<file path="config.mk">
export PLATFORM = sky130hd
export DESIGN_NAME = elastic_pipe_reg
export DESIGN_NICKNAME = d
export VERILOG_FILES = /design/src/rtl/elastic_pipe_reg.sv
export SDC_FILE = /design/constraint.sdc
export NUM_CORES = 1
export LEC_CHECK = 0
export ABC_AREA = 0
export CORE_ASPECT_RATIO = 0.7
export CORE_MARGIN = 2
export CORE_UTILIZATION = 40
export DETAILED_ROUTE_END_ITERATION = 8
export PLACE_DENSITY_LB_ADDON = 0.08
export SYNTH_ARGS = -nofsm -noshare
export SYNTH_HDL_FRONTEND = slang
export SYNTH_SLANG_ARGS = --single-unit
</file>
<file path="constraint.sdc">
create_clock -name clk -period 2.24 [get_ports clk]
set_input_delay 0.336 -clock clk [delete_from_list [all_inputs] [get_ports clk]]
set_output_delay 0.336 -clock clk [all_outputs]
set_load 0.005 [all_outputs]
</file>
<file path="src/rtl/elastic_pipe_reg.sv">
// Elastic multi-stage pipeline register with per-beat valid/ready handshake, flush and optional data reset.
// Latency: DEPTH-1 cycles from accept edge to out_valid_o when unstalled (DEPTH=1 -> visible right after the accept edge).
// Backpressure: out_ready_i ripples combinationally to in_ready_o; empty stages always fill (bubble collapse).
module elastic_pipe_reg #(
   parameter int unsigned      WIDTH    = 8,
   parameter int unsigned      DEPTH    = 4,
   parameter bit               DATA_RST = 1'b0,
   parameter logic [WIDTH-1:0] RST_VAL  = '0
) (
   input  logic                       clk,
   input  logic                       reset,
   input  logic                       flush_i,
   input  logic                       in_valid_i,
   input  logic [WIDTH-1:0]           in_data_i,
   output logic                       in_ready_o,
   output logic                       out_valid_o,
   output logic [WIDTH-1:0]           out_data_o,
   input  logic                       out_ready_i,
   output logic [$clog2(DEPTH+1)-1:0] count_o
);

   localparam int unsigned CW = $clog2(DEPTH + 1);

   logic [DEPTH-1:0] vld;
   logic [WIDTH-1:0] dat [DEPTH];
   logic [DEPTH-1:0] adv;
   logic [DEPTH-1:0] src_vld;
   logic [WIDTH-1:0] src_dat [DEPTH];
   logic             in_hs;
   logic             out_hs;

   // A stage may move when it is empty or when the stage after it moves; walk from the output back.
   always_comb begin
      logic chain;
      chain = out_ready_i;
      adv   = '0;
      for (int i = int'(DEPTH) - 1; i >= 0; i--) begin
         chain  = !vld[i] | chain;
         adv[i] = chain;
      end
   end

   // Source of each stage: the input port for s0, the preceding stage otherwise.
   always_comb begin
      src_vld    = '0;
      src_vld[0] = in_hs;
      src_dat[0] = in_data_i;
      for (int i = 1; i < int'(DEPTH); i++) begin
         src_vld[i] = vld[i-1];
         src_dat[i] = dat[i-1];
      end
   end

   assign in_ready_o  = adv[0] & !flush_i & !reset;
   assign in_hs       = in_valid_i & in_ready_o;
   assign out_hs      = vld[DEPTH-1] & out_ready_i;
   assign out_valid_o = vld[DEPTH-1];
   assign out_data_o  = dat[DEPTH-1];

   // Valid bits: cleared by reset/flush, otherwise loaded from upstream when the stage advances.
   always_ff @(posedge clk) begin
      for (int i = 0; i < int'(DEPTH); i++) begin
         if (reset || flush_i) begin
            vld[i] <= 1'b0;
         end else if (adv[i]) begin
            vld[i] <= src_vld[i];
         end
      end
   end

   // Data regs only capture real beats so a bubble never overwrites held data; flush leaves them alone.
   always_ff @(posedge clk) begin
      for (int i = 0; i < int'(DEPTH); i++) begin
         if (reset) begin
            if (DATA_RST) begin
               dat[i] <= RST_VAL;
            end
         end else if (!flush_i && adv[i] && src_vld[i]) begin
            dat[i] <= src_dat[i];
         end
      end
   end

   // Occupancy tracks handshakes rather than re-counting vld, keeping it off the adv ripple path.
   always_ff @(posedge clk) begin
      if (reset || flush_i) begin
         count_o <= '0;
      end else begin
         count_o <= count_o + CW'(in_hs) - CW'(out_hs);
      end
   end

endmodule

</file>
==> results of run 1 <==
==> routing by layer <==
layer | vias to the layer above | track usage | part of all wire
li1 | 336 | - | -
met3 | 2 | 0.0481 | 0.066
met1 | 317 | 0.162 | 0.50
met2 | 23 | 0.148 | 0.43
met5 | - | 0 | 0
met4 | 0 | 0.0556 | 0.0074
==> worst min-delay path by stage <==
stage / startpoint / endpoint / slack (ns)
after floorplan: dat[0][0]$_DFFE_PP_ / dat[1][0]$_DFFE_PP_ / 0.40
after global placement: dat[2][6]$_DFFE_PP_ / dat[3][6]$_DFFE_PP_ / 0.41
after detailed placement: dat[1][3]$_DFFE_PP_ / dat[2][3]$_DFFE_PP_ / 0.41
after CTS: dat[1][3]$_DFFE_PP_ / dat[2][3]$_DFFE_PP_ / 0.42
after global routing: dat[2][2]$_DFFE_PP_ / dat[3][2]$_DFFE_PP_ / 0.42
final: dat[1][3]$_DFFE_PP_ / dat[2][3]$_DFFE_PP_ / 0.42
==> placed cells by master, fill, tap and decap left out <==
cell / instances
and2_1: 2
inv_1: 4
a21o_1: 1
a21boi_0: 4
bufinv_16: 1
nand2b_1: 1
a21oi_1: 1
clkinv_2: 1
o41ai_1: 1
nor2_1: 1
dlygate4sd2_1: 3
nand4b_1: 1
xnor3_1: 1
nor3_1: 1
nand3b_1: 1
edfxtp_1: 32
nor3_2: 1
dfxtp_1: 7
and4b_1: 1
ha_2: 1
dlymetal6s2s_1: 1
or3b_4: 1
ha_1: 1
clkdlybuf4s50_1: 21
inv_2: 1
fa_2: 1
and3_1: 3
clkbuf_8: 6
buf_4: 8
==> state kept, by name, summed over array words and instances, names as in the netlist <==
register and cells:
vld 4, count_o 3, dat 32
==> per-stage QoR <==
| stage | std cells | hold slack [ns] | TNS, ns | total power [W] |
|---|---|---|---|---|
| 6_report | 147 | 0.422 | 0 | 0.00142 |
| 3_5_place_dp | 139 | 0.409 | -0.787 | 0.000856 |
| 4_1_cts | 147 | 0.424 | 0 | 0.00144 |
| 3_3_place_gp | 139 | 0.407 | -0.688 | 0.000855 |
| 5_1_grt | 147 | 0.423 | 0 | 0.00147 |
| 2_1_floorplan | 68 | 0.400 | 0 | 0.000818 |
==> synth_stat cells <==
library cell  number
a21oi_1            1
nand2b_1           1
or3b_4             1
ha_1               2
a21boi_0           4
and3_1             3
nor2_1             1
nand3b_1           1
and2_1             2
and4b_1            1
xnor3_1            1
inv_1              5
fa_1               1
dfxtp_1            7
edfxtp_1          32
o41ai_1            1
nand4b_1           1
nor3_1             2
a21o_1             1
==> power by group through the flow <==
stage                     Sequential [W]  Combinational (W)  Clock [W]
after floorplan                 0.000807          0.0000111          0
after global placement          0.000808          0.0000467          0
after detailed placement        0.000809          0.0000474          0
after CTS                       0.000792          0.0000458   0.000599
after global routing            0.000793          0.0000504   0.000631
final                           0.000792          0.0000457   0.000583
==> cell type report <==
type,instances,share of cell area
Sequential cell,39,0.608
Timing Repair Buffer,33,0.171
Multi-Input combinational cell,24,0.120
Clock buffer,6,0.0456
Tap cell,38,0.0262
Clock inverter,2,0.0193
Inverter,5,0.0104
==> timing repair <==
action                                  4_1_cts  5_1_grt
resized for setup                             6        2
pin swaps                                     4        1
endpoints found under the setup margin        1        1
==> cell families (layout without fill, tap and decap cells) <==
kind of cell / Yosys count / count (layout) / share of synthesized area
xor+xnor: 1 / 1 / 0.0170
fa+ha+maj: 3 / 3 / 0.0339
flops: 39 / 39 / 0.829
simple gates: 13 / 13 / 0.0669
buf+inv: 5 / 46 / 0.0141
compound gates: 7 / 7 / 0.0386
==> results_dict.tcl, run 1 <==
set metrics [dict create \
    path_buf_inv 3 \
    via_per_inst 4.61 \
    power.share.sequential 0.558 \
    vias 678 \
    synth_area_leader_cell "edfxtp_1" \
    syn_area_per_cell_um2 19.5 \
    path_cells "dlygate4sd2_1 -> or3b_4 -> a21o_1 -> ha_1 -> inv_1 -> ha_2 -> inv_2 -> fa_2 -> xnor3_1 -> nor3_2" \
    initial_utilization 0.419 \
    setup_viol 0 \
    drtPass1Iterations 4 \
    cp_top_family "adder cells" \
    leakagePower_nw 0.654 \
    drtIter0Drc 56 \
    utilization 0.572 \
    critPathMaxFanout 2 \
    finalInstanceArea_um2 1810 \
    cts_buffer_depth 2 \
    wl_um 1900 \
    dp_slack_ns -0.538 \
    startpoint "flush_i" \
    die_x_um 72.9 \
    critical_path.endpoint_type "flop" \
    place_congestion 0.748 \
    die_area_um2 3800 \
    worstRegToRegCells 9 \
    syn_area_um2 1330 \
    holdPathStages 0 \
    slowest_delay_ns 0.39 \
    numClockSinks 39 \
    status "finished clean" \
    dp_hpwl_um 1390 \
    setup_ws_ns 0.125 \
    cts_tree "built" \
    maxSlewHeadroom 0.767 \
    post-cts-setup-buffers 0 \
    cp_num_cells 10 \
    intPower_w 0.00118 \
    peakVddDrop_mv 0.449 \
    pin_count 26 \
    overflow 0 \
    diodes 0 \
    finalMaxSlewViolations 0 \
    share_comb_of_total_power 0.032 \
    ys_seq_area_frac 0.829 \
    multi_input_area_um2 218 \
    rsz0062_at_grt "no" \
    finalHoldViolations 0 \
    p_sw_frac 0.170 \
    critPathRequiredTime_ns 2.45 \
    grt_pass1_wl_um 3080 \
    synth_cells 68 \
    wl_per_cell_um 12.9 \
    n_fill_cell 258 \
    postCtsHoldBufs 0 \
    yosysTopAreaCellShare 0.724 \
    synthDistinctLibCells 19 \
    cap_violations 0 \
    fin_worst_skew_ns 0.00222 \
    io_buffers 25 \
    min_period_ns 2.12 \
    clkLatencyLatePin_ns 0.28 \
    drive_above_1_share 0.193 \
    final_nets 124 \
    ys_ff_latch 39 \
    drc 0 \
    crit_slowest_cell "or3b_4" \
    cts_buffers 5 \
    powerDensity_nw_per_um2 784 \
    worst_pin_slew_ns 0.349 \
    seqCellArea_um2 1100 \
    r2r-start "vld[2]$_SDFFE_PP0P_" \
    grt_pass1_vias 652 \
    synthToLayoutAreaGrowth_pct 36.5 \
    switchingPower_w 0.000242 \
    reg2reg_slack_ns 0.23 \
    p_clk_frac 0.410 \
    arrival_ns 2.32 \
    ant_nets 0 \
    path_class "in -> reg" \
    critPathLaunchType "input port" \
    endpoint "count_o[2]$_SDFF_PP0_" \
    gr-usage-all-layers 0.114 \
    cts.htree.levels 2 \
    grt_max_degree 13 \
    clk_pin_slew_ns 0.07 \
    yosys-top-cells-area "edfxtp_1, dfxtp_1, a21boi_0" \
    hp-class "reg -> reg" \
    antenna_found_initial 0 \
    root_buffer "clkbuf_8" \
    period_share 0.944 \
    row_count 17 \
    fmax_mhz 473 \
    core_region_area_um2 3170 \
    placed_cell_area_um2 1690 \
    fp.dieH_um 52.2 \
    syn-num-nets 84 \
    rr_endpoint "count_o[2]$_SDFF_PP0_" \
    ys_warn_count 0 \
]
No activity file was read; power rests on OpenSTA's default activity.
==> run 2: changes to the inputs <==
Settings changed: REMOVE_ABC_BUFFERS from default to 1.
==> results of run 2 <==
Same layout as run 1: the final DEF is identical, and so are final timing and power.
